==> src/rtl/wisc_pkg.sv <==
// Shared ISA constants and IF/ID stage state encoding.
package wisc_pkg;

  localparam int unsigned OPC_W = 5;

  localparam logic [OPC_W-1:0] OP_HALT = 5'b00000;
  localparam logic [OPC_W-1:0] OP_NOP  = 5'b00001;

  localparam logic [15:0] NOP_INSTR = {OP_NOP, 11'd0};

  typedef enum logic [1:0] {
    ST_RUN  = 2'd0,
    ST_HOLD = 2'd1,
    ST_HALT = 2'd2
  } ifid_state_e;

endpackage

==> src/rtl/sat_counter.sv <==
// Saturating up-counter with synchronous clear and reset.
module sat_counter #(
  parameter int unsigned W     = 16,
  parameter int unsigned LIMIT = 65535
) (
  input  logic         clk,
  input  logic         rst,
  input  logic         inc,
  input  logic         clr,
  output logic [W-1:0] count
);

  logic [W-1:0] count_q, count_d;

  always_comb begin
    count_d = count_q;
    if (clr) begin
      count_d = '0;
    end else if (inc && (count_q != W'(LIMIT))) begin
      count_d = count_q + W'(1);
    end
  end

  always_ff @(posedge clk) begin
    if (rst) begin
      count_q <= '0;
    end else begin
      count_q <= count_d;
    end
  end

  assign count = count_q;

endmodule

==> src/rtl/ifid_stage_reg.sv <==
// IF/ID pipeline register: stall hold, flush/bubble squash, HALT freeze,
// PC write enable and stall performance counters.
module ifid_stage_reg
  import wisc_pkg::*;
#(
  parameter int unsigned INSTR_W     = 16,
  parameter int unsigned PC_W        = 16,
  parameter int unsigned CNT_W       = 16,
  parameter int unsigned STALL_LIMIT = 64
) (
  input  logic               clk,
  input  logic               rst,
  input  logic [INSTR_W-1:0] if_instr,
  input  logic [PC_W-1:0]    if_pc2,
  input  logic               if_valid,
  input  logic               stall,
  input  logic               flush,
  output logic [INSTR_W-1:0] ifid_instr,
  output logic [PC_W-1:0]    ifid_pc2,
  output logic               ifid_valid,
  output logic               pc_en,
  output logic               ifid_halted,
  output logic [CNT_W-1:0]   stall_cycles,
  output logic               stall_timeout
);

  localparam int unsigned CC_W      = $clog2(STALL_LIMIT + 1);
  localparam int unsigned CNT_LIMIT = 32'((64'd1 << CNT_W) - 64'd1);

  localparam logic [INSTR_W-1:0] NOP_W = INSTR_W'(NOP_INSTR);

  ifid_state_e        state_q, state_d;
  logic [INSTR_W-1:0] instr_q, instr_d;
  logic [PC_W-1:0]    pc2_q, pc2_d;
  logic               valid_q, valid_d;
  logic               halted_q, halted_d;
  logic               stall_inc;
  logic               cons_clr;
  logic [CC_W-1:0]    cons_cnt;

  // Next-state and register-load selection: flush > stall > bubble > load.
  always_comb begin
    state_d   = state_q;
    instr_d   = instr_q;
    pc2_d     = pc2_q;
    valid_d   = valid_q;
    halted_d  = halted_q;
    pc_en     = 1'b0;
    stall_inc = 1'b0;
    cons_clr  = 1'b1;

    if (flush) begin
      state_d  = ST_RUN;
      instr_d  = NOP_W;
      pc2_d    = '0;
      valid_d  = 1'b0;
      halted_d = 1'b0;
      pc_en    = 1'b1;
    end else begin
      case (state_q)
        ST_HALT: begin
          instr_d  = NOP_W;
          valid_d  = 1'b0;
          halted_d = 1'b1;
        end
        default: begin
          if (stall) begin
            state_d   = ST_HOLD;
            stall_inc = 1'b1;
            cons_clr  = 1'b0;
          end else begin
            pc_en = if_valid;
            if (!if_valid) begin
              state_d = ST_RUN;
              instr_d = NOP_W;
              valid_d = 1'b0;
            end else begin
              instr_d = if_instr;
              pc2_d   = if_pc2;
              valid_d = 1'b1;
              if (if_instr[INSTR_W-1 -: OPC_W] == OP_HALT) begin
                state_d  = ST_HALT;
                halted_d = 1'b1;
              end else begin
                state_d  = ST_RUN;
                halted_d = 1'b0;
              end
            end
          end
        end
      endcase
    end
  end

  always_ff @(posedge clk) begin
    if (rst) begin
      state_q  <= ST_RUN;
      instr_q  <= NOP_W;
      pc2_q    <= '0;
      valid_q  <= 1'b0;
      halted_q <= 1'b0;
    end else begin
      state_q  <= state_d;
      instr_q  <= instr_d;
      pc2_q    <= pc2_d;
      valid_q  <= valid_d;
      halted_q <= halted_d;
    end
  end

  // Lifetime stall-hold count; never cleared except by reset.
  sat_counter #(
    .W     (CNT_W),
    .LIMIT (CNT_LIMIT)
  ) u_stall_cycles (
    .clk   (clk),
    .rst   (rst),
    .inc   (stall_inc),
    .clr   (1'b0),
    .count (stall_cycles)
  );

  // Consecutive stall-hold count; any non-hold cycle clears it.
  sat_counter #(
    .W     (CC_W),
    .LIMIT (STALL_LIMIT)
  ) u_cons_stall (
    .clk   (clk),
    .rst   (rst),
    .inc   (stall_inc),
    .clr   (cons_clr),
    .count (cons_cnt)
  );

  assign stall_timeout = (cons_cnt == CC_W'(STALL_LIMIT));

  assign ifid_instr  = instr_q;
  assign ifid_pc2    = pc2_q;
  assign ifid_valid  = valid_q;
  assign ifid_halted = halted_q;

endmodule
==> config.mk <==
export PLATFORM = sky130hd
export DESIGN_NAME = ifid_stage_reg
export DESIGN_NICKNAME = d
export VERILOG_FILES = /design/src/rtl/wisc_pkg.sv /design/src/rtl/sat_counter.sv /design/src/rtl/ifid_stage_reg.sv
export SDC_FILE = /design/constraint.sdc
export NUM_CORES = 1
export LEC_CHECK = 0
export BUFFER_PORTS_ARGS = -buffer_cell sky130_fd_sc_hd__buf_2
export CAP_MARGIN = 15
export CORE_ASPECT_RATIO = 0.7
export CORE_MARGIN = 4
export CORE_UTILIZATION = 45
export DETAILED_ROUTE_END_ITERATION = 12
export GPL_ROUTABILITY_DRIVEN = 0
export PLACE_DENSITY = 0.83
export SLEW_MARGIN = 10
export SYNTH_ARGS = -nofsm -noshare
export SYNTH_HDL_FRONTEND = slang
export SYNTH_SLANG_ARGS = --single-unit
==> constraint.sdc <==
create_clock -name clk -period 3.87 [get_ports clk]
set_clock_uncertainty 0.2 [all_clocks]
set_input_delay 0.387 -clock clk [delete_from_list [all_inputs] [get_ports clk]]
set_output_delay 0.387 -clock clk [all_outputs]
set_load 0.01 [all_outputs]
==> impl_metrics.py <==
metrics = {
    "run_status": {
        "run_status": "finished clean",
    },
    "die": {
        "die_w_um": 94.1,
        "die_area_um2": 6430,
        "core.rowCount": 21,
        "io-pin-count": 89,
        "die-height_um": 68.3,
        "initial_utilization": 0.478,
        "core_um2": 4890,
    },
    "grt": {
        "global_route.usage.total": 0.191,
        "antenna_found_initial": 0,
        "grt_pass1_vias": 2125,
        "grt_first_pass_wirelength_mm": 9.49,
        "grt.overflow.total": 0,
        "maximum_number_of_pins_on_one_net_before_global_route_repair": 21,
    },
    "clocking": {
        "cts-hold-fix-buffers": 0,
        "clk_transition_reported_paths_ps": 70,
        "cts-resized-gates": 0,
        "cts-htree-levels": 3,
        "cts.sink_count": 59,
        "insertion_delay_ps": 340,
        "cts-buffers-inserted": 9,
        "tritoncts_clock_tree": "yes",
        "clockRootBuffer": "clkbuf_8",
        "worst_case_clock_buffer_depth": 2,
        "post-cts-setup-buffer-count": 0,
    },
    "setup_path": {
        "timing_worst_setup_path_type": "reg2reg",
        "critical_path_s_top_delay_family": "simple AND/OR/NAND/NOR gates",
        "regToRegStartpoint": "state_q[0]$_SDFFE_PP0N_",
        "worst_ep_required_time_ps": 3950,
        "critical_path_peak_fanout": 19,
        "cp_num_buf_inv": 0,
        "r2r.worst_path.cells": 4,
        "timing.critical_path.slowest_cell_delay_ps": 890,
        "rrSetupSlack_ps": 1380,
        "worstSetupStartpointType": "register",
        "crit_chain": "nand2b_1 > nand2_1 > nor2_1 > a22o_1",
        "critical_path.slowest_cell": "nor2_1",
        "critical_path_arrival_ps": 2580,
        "crit_path_end_kind": "register",
        "rr_endpoint": "ifid_instr[9]$_SDFFE_PP0N_",
    },
    "synthesis": {
        "ys_types": 37,
        "seq_area_frac_synth": 0.506,
        "synth_warn": 0,
        "synth_xor_area_frac": 0.0187,
        "syn_area_per_cell_um2": 8.95,
        "synth_top_family_by_area": "simple AND/OR/NAND/NOR gates",
        "share_of_the_synthesized_area_in_compound_gates_ao_oa_aoi_oai": 0.184,
        "synth_fp_nets": 301,
        "async_reset_ff_frac": 0,
        "post_synth_fa_ha_maj_area_fraction": 0.0161,
        "syn-cell-area_um2": 2340,
        "synthesis.instances": 261,
        "synth.ff_latch_count": 59,
        "synthSimpleGateAreaFrac": 0.236,
        "synth_edf_count": 0,
        "post_synth_mux_area_share": 0.00428,
        "postSynth.topFlopCell": "dfxtp_1",
    },
    "detailed_routing": {
        "ant_nets": 0,
        "drc_violation_count_after_routing": 0,
        "route.detailed.wl_per_inst_um": 13.8,
        "postRouteWirelength_mm": 5.82,
        "drt_iter0_drc": 83,
        "vias_per_cell": 5.29,
        "drt-pass1-iter-count": 4,
        "route.vias.total": 2233,
    },
    "timing": {
        "setup_tns_ps": 0,
        "finalSetupViolCount": 0,
        "hold_viol_final": 0,
        "worstMarginPinSlew_ps": 966,
        "max-slew-margin-rel": 0.353,
        "rsz0062_at_grt": "false",
        "layout_worst_path_cycle_share": 0.644,
        "final.min_clock_period_ps": 2490,
        "maxSlewViolCount": 0,
        "clock.fmax_ghz": 0.401,
    },
    "power_and_ir_drop": {
        "power_density_nw_per_um2": 396,
        "swShare": 0.256,
        "net-switching-power_uw": 304,
        "cell_internal_pwr_uw": 880,
        "power.share.combinational": 0.058,
        "vdd_ir_drop_max_mv": 0.277,
        "clockPowerShare": 0.417,
        "cellLeakagePower_nw": 1.30,
        "seqPwrFrac": 0.525,
    },
    "finish": {
        "multi_input_area_um2": 1070,
        "n_fill_cell": 451,
        "layout_cell_share_with_drive_strength_beyond_1": 0.314,
        "regArea_um2": 1180,
        "antenna-diode-count": 0,
        "layout_commonest_cell": "buf_2",
        "commonest_non_fill_non_tap_cells_in_the_layout": "buf_2, dfxtp_1, nand2_1",
        "stdcell_count": 422,
        "final_net_count": 388,
        "area_growth_syn_to_layout_pct": 27.9,
    },
    "min_path": {
        "min-delay-start": "if_instr[1]",
        "timing.hold.worst_endpoint": "ifid_instr[1]$_SDFFE_PP0N_",
        "timing.hold.worst_path_depth": 2,
        "hp-class": "in2reg",
    },
    "placement": {
        "dpl.cell_count": 406,
        "portBuffers": 88,
        "hpwlAfterDp_mm": 4.22,
    },
    "job": {
        "drv.max_cap_violation_count": 0,
    },
}
==> power by group through the flow <==
| stage | Sequential (mW) | Combinational (mW) | Clock (mW) |
|---|---|---|---|
| global route | 0.623 | 0.0766 | 0.531 |
| floorplan | 0.639 | 0.0315 | 0 |
| CTS | 0.622 | 0.0689 | 0.501 |
| finish | 0.622 | 0.0686 | 0.493 |
| detailed placement | 0.636 | 0.0685 | 0 |
| global placement | 0.636 | 0.0671 | 0 |
==> worst max path at each step <==
stage / cells past startpoint / to / slack [ps] / startpoint
after floorplan: 4 / u_stall_cycles.count[13]$_SDFFE_PP0P_ / 1980 / u_stall_cycles.count[8]$_SDFFE_PP0P_
after detailed placement: 5 / ifid_instr[12]$_SDFFE_PP0N_ / 1250 / stall
after CTS: 4 / ifid_instr[9]$_SDFFE_PP0N_ / 1360 / state_q[0]$_SDFFE_PP0N_
final: 4 / ifid_instr[9]$_SDFFE_PP0N_ / 1380 / state_q[0]$_SDFFE_PP0N_
after global placement: 5 / ifid_instr[12]$_SDFFE_PP0N_ / 1370 / stall
after global routing: 4 / ifid_instr[9]$_SDFFE_PP0N_ / 1120 / state_q[0]$_SDFFE_PP0N_
==> state kept, by name, indices dropped and copies added (netlist names) <==
register and count:
state_q 2, ifid_valid 1, ifid_instr 16, ifid_pc2 16, ifid_halted 1, u_cons_stall.count 7
u_stall_cycles.count 16
==> metal layers <==
| metal | up-vias | global-route usage | share of wire |
|---|---|---|---|
| met3 | 10 | 0.0747 | 0.055 |
| met4 | 0 | 0.0721 | 0.015 |
| met1 | 1047 | 0.233 | 0.46 |
| li1 | 1111 | - | - |
| met2 | 65 | 0.309 | 0.47 |
| met5 | - | 0 | 0 |
==> metrics by stage <==
| stage | power [mW] | setup WS (ps) | cell area (um2) | util | hold slack [ps] |
|---|---|---|---|---|---|
| floorplan | 0.671 | 1980 | 2340 | - | 275 |
| global placement | 0.703 | 1370 | 2810 | 0.575 | 240 |
| detailed placement | 0.704 | 1250 | 2810 | 0.575 | 249 |
| CTS | 1.19 | 1360 | 2990 | 0.611 | 45.3 |
| global route | 1.23 | 1120 | 2990 | 0.611 | 44.5 |
| finish | 1.18 | 1380 | 2990 | 0.611 | 54.8 |
==> Yosys cell counts (5+ instances only) <==
library cell,number,share of area
a21oi_1,32,0.069
a22o_1,15,0.056
and3_1,5,0.013
buf_2,5,0.011
clkbuf_1,6,0.0096
dfxtp_1,59,0.51
inv_1,7,0.011
nand2_1,39,0.063
nand3_1,11,0.024
nand4_1,5,0.013
nor2_1,9,0.014
o21ai_0,9,0.019
o31ai_1,7,0.022
or3_1,9,0.024
or4_1,6,0.019
==> layout make-up <==
class / count / share of cell area
clock buffers: 9 / 0.0415
clock inverters: 7 / 0.0176
inverters: 8 / 0.0101
multi-input cells: 182 / 0.359
flip-flops and latches: 59 / 0.395
well taps: 69 / 0.0289
repair buffers: 88 / 0.147
==> logic make-up after synthesis <==
group,count (synthesis)
flip-flops,59
buffers and inverters,20
AND/OR/NAND/NOR,105
AO/OA/AOI/OAI,68
adder cells (fa/ha/maj),3
multiplexers,1
XOR/XNOR,5
Power figures use the tool's default switching activity.
